<file path="src/rtl/bidir_bus_ctrl.sv">
// Sequences tristate pad buffers and active-low strobes for a half-duplex parallel bus.
// The FPGA drives the bus only during write phases; every transaction ends in a released turnaround.
module bidir_bus_ctrl #(
    parameter int WIDTH      = 8,
    parameter int SETUP_CYC  = 1,
    parameter int STROBE_CYC = 2,
    parameter int HOLD_CYC   = 1,
    parameter int TURN_CYC   = 1
) (
    input  logic             clk,
    input  logic             reset,
    input  logic             req,
    input  logic             we,
    input  logic [WIDTH-1:0] wdata,
    output logic             busy,
    output logic             done,
    output logic [WIDTH-1:0] rdata,
    output logic [WIDTH-1:0] io_i,
    output logic             io_t,
    input  logic [WIDTH-1:0] io_o,
    output logic             ext_wr_n,
    output logic             ext_rd_n
);

    localparam int MAX_AB  = (SETUP_CYC > STROBE_CYC) ? SETUP_CYC : STROBE_CYC;
    localparam int MAX_CD  = (HOLD_CYC > TURN_CYC) ? HOLD_CYC : TURN_CYC;
    localparam int MAX_CYC = (MAX_AB > MAX_CD) ? MAX_AB : MAX_CD;
    localparam int CNT_W   = (MAX_CYC > 1) ? $clog2(MAX_CYC) : 1;

    // Counters run down to zero, so each state loads its length minus one.
    localparam logic [CNT_W-1:0] C_SETUP  = CNT_W'(SETUP_CYC - 1);
    localparam logic [CNT_W-1:0] C_STROBE = CNT_W'(STROBE_CYC - 1);
    localparam logic [CNT_W-1:0] C_HOLD   = CNT_W'(HOLD_CYC - 1);
    localparam logic [CNT_W-1:0] C_TURN   = CNT_W'(TURN_CYC - 1);

    typedef enum logic [2:0] {
        S_IDLE,
        S_W_SETUP,
        S_W_STROBE,
        S_W_HOLD,
        S_R_STROBE,
        S_TURN
    } state_t;

    state_t             r_state;
    logic [CNT_W-1:0]   r_cnt;
    logic               r_busy;
    logic               r_done;
    logic [WIDTH-1:0]   r_rdata;
    logic [WIDTH-1:0]   r_io_i;
    logic               r_io_t;
    logic               r_wr_n;
    logic               r_rd_n;
    logic               w_last;

    assign w_last = (r_cnt == '0);

    always_ff @(posedge clk) begin
        if (reset) begin
            r_state <= S_IDLE;
            r_cnt   <= '0;
            r_busy  <= 1'b0;
            r_done  <= 1'b0;
            r_rdata <= '0;
            r_io_i  <= '0;
            r_io_t  <= 1'b1;
            r_wr_n  <= 1'b1;
            r_rd_n  <= 1'b1;
        end else begin
            r_done <= 1'b0;
            case (r_state)
                S_IDLE: begin
                    if (req) begin
                        r_busy <= 1'b1;
                        if (we) begin
                            r_state <= S_W_SETUP;
                            r_cnt   <= C_SETUP;
                            r_io_t  <= 1'b0;
                            r_io_i  <= wdata;
                        end else begin
                            r_state <= S_R_STROBE;
                            r_cnt   <= C_STROBE;
                            r_rd_n  <= 1'b0;
                        end
                    end
                end
                S_W_SETUP: begin
                    if (w_last) begin
                        r_state <= S_W_STROBE;
                        r_cnt   <= C_STROBE;
                        r_wr_n  <= 1'b0;
                    end else begin
                        r_cnt <= r_cnt - 1'b1;
                    end
                end
                S_W_STROBE: begin
                    if (w_last) begin
                        r_state <= S_W_HOLD;
                        r_cnt   <= C_HOLD;
                        r_wr_n  <= 1'b1;
                    end else begin
                        r_cnt <= r_cnt - 1'b1;
                    end
                end
                S_W_HOLD: begin
                    if (w_last) begin
                        r_state <= S_TURN;
                        r_cnt   <= C_TURN;
                        r_io_t  <= 1'b1;
                    end else begin
                        r_cnt <= r_cnt - 1'b1;
                    end
                end
                S_R_STROBE: begin
                    // Capture on the edge that also releases the read strobe.
                    if (w_last) begin
                        r_state <= S_TURN;
                        r_cnt   <= C_TURN;
                        r_rd_n  <= 1'b1;
                        r_rdata <= io_o;
                    end else begin
                        r_cnt <= r_cnt - 1'b1;
                    end
                end
                S_TURN: begin
                    if (w_last) begin
                        r_state <= S_IDLE;
                        r_busy  <= 1'b0;
                        r_done  <= 1'b1;
                    end else begin
                        r_cnt <= r_cnt - 1'b1;
                    end
                end
                default: begin
                    r_state <= S_IDLE;
                    r_cnt   <= '0;
                    r_busy  <= 1'b0;
                    r_io_t  <= 1'b1;
                    r_wr_n  <= 1'b1;
                    r_rd_n  <= 1'b1;
                end
            endcase
        end
    end

    assign busy     = r_busy;
    assign done     = r_done;
    assign rdata    = r_rdata;
    assign io_i     = r_io_i;
    assign io_t     = r_io_t;
    assign ext_wr_n = r_wr_n;
    assign ext_rd_n = r_rd_n;

    a_no_drive_on_read: assert property (@(posedge clk) disable iff (reset)
        !(!r_io_t && !r_rd_n));
    a_one_strobe: assert property (@(posedge clk) disable iff (reset)
        !(!r_wr_n && !r_rd_n));
    a_wr_needs_drive: assert property (@(posedge clk) disable iff (reset)
        !(!r_wr_n && r_io_t));

endmodule

</file>
<file path="config.mk">
export PLATFORM = sky130hd
export DESIGN_NAME = bidir_bus_ctrl
export DESIGN_NICKNAME = d
export VERILOG_FILES = /design/src/rtl/bidir_bus_ctrl.sv
export SDC_FILE = /design/constraint.sdc
export NUM_CORES = 1
export LEC_CHECK = 0
export CAP_MARGIN = 20
export CORE_UTILIZATION = 46
export CTS_CLUSTER_SIZE = 20
export DETAILED_ROUTE_END_ITERATION = 8
export PLACE_DENSITY = 0.92
export SLEW_MARGIN = 10
export SYNTH_ARGS = -nofsm -noshare
export SYNTH_HDL_FRONTEND = slang
export SYNTH_SLANG_ARGS = --single-unit
</file>
<file path="constraint.sdc">
create_clock -name clk -period 2.4 [get_ports clk]
set_clock_uncertainty 0.2 [all_clocks]
set_input_delay 0.36 -clock clk [delete_from_list [all_inputs] [get_ports clk]]
set_output_delay 0.36 -clock clk [all_outputs]
set_load 0.005 [all_outputs]
</file>
==> impl_metrics.env <==
export IMPL_ys_seq_area_frac=0.4651
export IMPL_syn_area_per_cell_um2=8.678
export IMPL_routed_wl_um=2250
export IMPL_worstReg2RegEnd="rdata[2]$_SDFFE_PP0P_"
export IMPL_synthTopCellsByArea="dfxtp_1 47%, nand2_1 12%, mux2i_1 7.4%"
export IMPL_place_congestion=0.7106
export IMPL_path_depth=1
export IMPL_grt_max_degree=19
export IMPL_area_delta_synth_final_pct=39.77
export IMPL_worst_r2r_cell_count=3
export IMPL_pwr_share_clk=0.142
export IMPL_fmax_mhz=561.4
export IMPL_antenna_cells=0
export IMPL_final_util=0.6799
export IMPL_async_flop_share=0
export IMPL_cts_sinks=25
export IMPL_setup_viol=0
export IMPL_fin_crit_sh=0.7422
export IMPL_drt_pass1_iterations=4
export IMPL_synth_top_area_frac=0.4651
export IMPL_p_leak_nw=0.5413
export IMPL_io_buffer_count=40
export IMPL_hp_start="rdata[0]$_SDFFE_PP0P_"
export IMPL_grt_pass1_wl_um=3857
export IMPL_rrSetupSlack_ns=0.69
export IMPL_p_sw_mw=0.4138
export IMPL_worst_path_buf_inv=1
export IMPL_max_cap_violations=0
export IMPL_cp_top_family="buffers and inverters"
export IMPL_fin_crit_ns=1.781
export IMPL_drt_first_iter_violations=8
export IMPL_layout_commonest_cell="clkdlybuf4s50_1"
export IMPL_dieArea_um2=2537
export IMPL_wire_per_inst_um=11.97
export IMPL_seqPwrFrac=0.506
export IMPL_critPathRequiredTime_ns=1.84
export IMPL_p_total_mw=1.251
export IMPL_synthDistinctLibCells=30
export IMPL_cts_tree="yes"
export IMPL_cts_root_buf="clkbuf_4"
export IMPL_grt_pass1_vias=938
export IMPL_synth_seq_cells=25
export IMPL_clockBufferDepth=2
export IMPL_core_area_um2=2212
export IMPL_startpoint_type="flip-flop"
export IMPL_htreeDepth=1
export IMPL_worstPathArrival_ns=1.22
export IMPL_intPower_mw=0.8367
export IMPL_final_cell_mix="40 x clkdlybuf4s50_1, 35 x nand2_1, 25 x dfxtp_1, 10 x a21oi_1, 8 x mux2i_1"
export IMPL_detailed_place_hpwl_um=1689
export IMPL_drive_gt1_frac=0.06875
export IMPL_die_w_um=50.37
export IMPL_maxSlewHeadroom=0.5944
export IMPL_hold_path_class="flip-flop to flip-flop"
export IMPL_path_class="flip-flop to output pin"
export IMPL_vias=958
export IMPL_slowest_stage="clkdlybuf4s50_1"
export IMPL_cts_buffers_inserted=3
export IMPL_holdWs_ns=0.2613
export IMPL_ant_nets=0
export IMPL_postCtsHoldBufs=0
export IMPL_switching_share=0.3309
export IMPL_clkTransAtPathRegs_ns=0.13
export IMPL_hold_viol_final=0
export IMPL_syn_area_um2=1076
export IMPL_start_util=0.4864
export IMPL_row_count=17
export IMPL_placed_area_um2=1476
export IMPL_ios=41
export IMPL_synthCells=124
export IMPL_ys_flop_type="dfxtp_1"
export IMPL_gr_total_overflow=0
export IMPL_setup_tns_ns=0
export IMPL_outcome="completed"
export IMPL_clkLatencyLatePin_ns=0.30
export IMPL_synth_nets=144
export IMPL_worstReg2RegStart="r_state[2]$_SDFFE_PP0P_"
export IMPL_final_net_count=181
export IMPL_fin_area_um2=1504
export IMPL_rsz0062_at_grt="false"
export IMPL_max_stage_delay_ns=0.53
export IMPL_endpoint_kind="output pin"
export IMPL_peakVddDrop_v=0.0005949
export IMPL_worst_slew_pin_slew_ns=0.6076
export IMPL_synth_edf_count=0
export IMPL_p_comb_frac=0.352
export IMPL_drc=0
export IMPL_avgViaCountPerCell=5.096
export IMPL_antenna_found_initial=0
export IMPL_synth_area_leader_cell="dfxtp_1"
export IMPL_postCtsSetupBuffers=0
export IMPL_path_cells="clkdlybuf4s50_1"
export IMPL_die_h_um=50.37
export IMPL_power_density_nw_per_um2=831.5
export IMPL_critPathMaxFanout=3
export IMPL_worstSetupStartpoint="ext_wr_n$_SDFFE_PP1P_"
export IMPL_grt_usage=0.1955
export IMPL_cts_resized=0
export IMPL_whs_endpoint="rdata[0]$_SDFFE_PP0P_"
export IMPL_final_max_slew_viol_count=0
export IMPL_hold_depth=2
export IMPL_ys_warnings_count=0
==> power groups by stage <==
stage                     sequential (mW)  clock (mW)  combinational (mW)
after floorplan                     0.559           0               0.346
after global placement              0.636           0               0.428
after detailed placement            0.641           0               0.443
after CTS                           0.632       0.184               0.445
after global routing                0.652       0.208               0.485
final                               0.633       0.178               0.440
==> worst register-to-register path: stages (launching register included) <==
cell and delay [ns]:
dfxtp_1 0.66, or4b_4 0.58, nand2_1 0.10, a21oi_1 0.07
==> routing by layer <==
| metal | wire length (um) | global-route usage | up-vias | part of all wire |
|---|---|---|---|---|
| li1 | - | - | 492 | - |
| met1 | 951 | 0.2086 | 430 | 0.42 |
| met2 | 1125 | 0.3822 | 34 | 0.50 |
| met3 | 160 | 0.04545 | 2 | 0.071 |
| met4 | 12 | 0.04167 | 0 | 0.0053 |
| met5 | 0 | 0 | - | 0 |
==> logic make-up after synthesis <==
group	count (synthesis)	share of synthesized area
xor gates and xnor gates	1	0.008141
buffers and inverters	11	0.05581
muxes	8	0.07442
DFF	25	0.4651
AOI/OAI and AO/OA	21	0.1233
and+or+nand+nor	58	0.2733
==> sequential cells by signal, summed over array words and instances (netlist names) <==
name      count
ext_wr_n      1
rdata         8
io_i          8
busy          1
io_t          1
done          1
r_cnt         1
r_state       3
ext_rd_n      1
==> layout make-up <==
class | count | area (um^2)
fill | 192 | 708.2
sequential | 25 | 500.5
tap | 28 | 35.03
multi-input combinational | 88 | 521.8
inverter | 1 | 3.754
clock inverter | 1 | 5.005
clock buffer | 3 | 22.52
timing repair buffer | 42 | 415.4
==> per-stage QoR <==
| stage | cells | worst slack [ns] |
|---|---|---|
| 2_1_floorplan | 124 | 0.8919 |
| 3_3_place_gp | 184 | 0.5954 |
| 3_5_place_dp | 184 | 0.5623 |
| 4_1_cts | 188 | 0.6140 |
| 5_1_grt | 188 | 0.5697 |
| 6_report | 188 | 0.6188 |
==> cell usage after synthesis (all sizes together) (2+ instances only) <==
library cell	n
nor2	6
a21oi	10
o21bai	3
clkbuf	3
nor2b	3
buf	7
or3b	2
dfxtp	25
nor3b	2
o31ai	2
nor3	3
mux2i	8
nand3b	2
nand2	35
==> worst max path at each step <==
stage               slack, ns                     to
finish                   0.62               ext_wr_n
global route             0.57               ext_wr_n
CTS                      0.61               ext_wr_n
detailed placement       0.56   io_i[6]$_SDFFE_PP0P_
global placement         0.60   io_i[6]$_SDFFE_PP0P_
floorplan                0.89  rdata[0]$_SDFFE_PP0P_
Power figures use the tool's default switching activity.
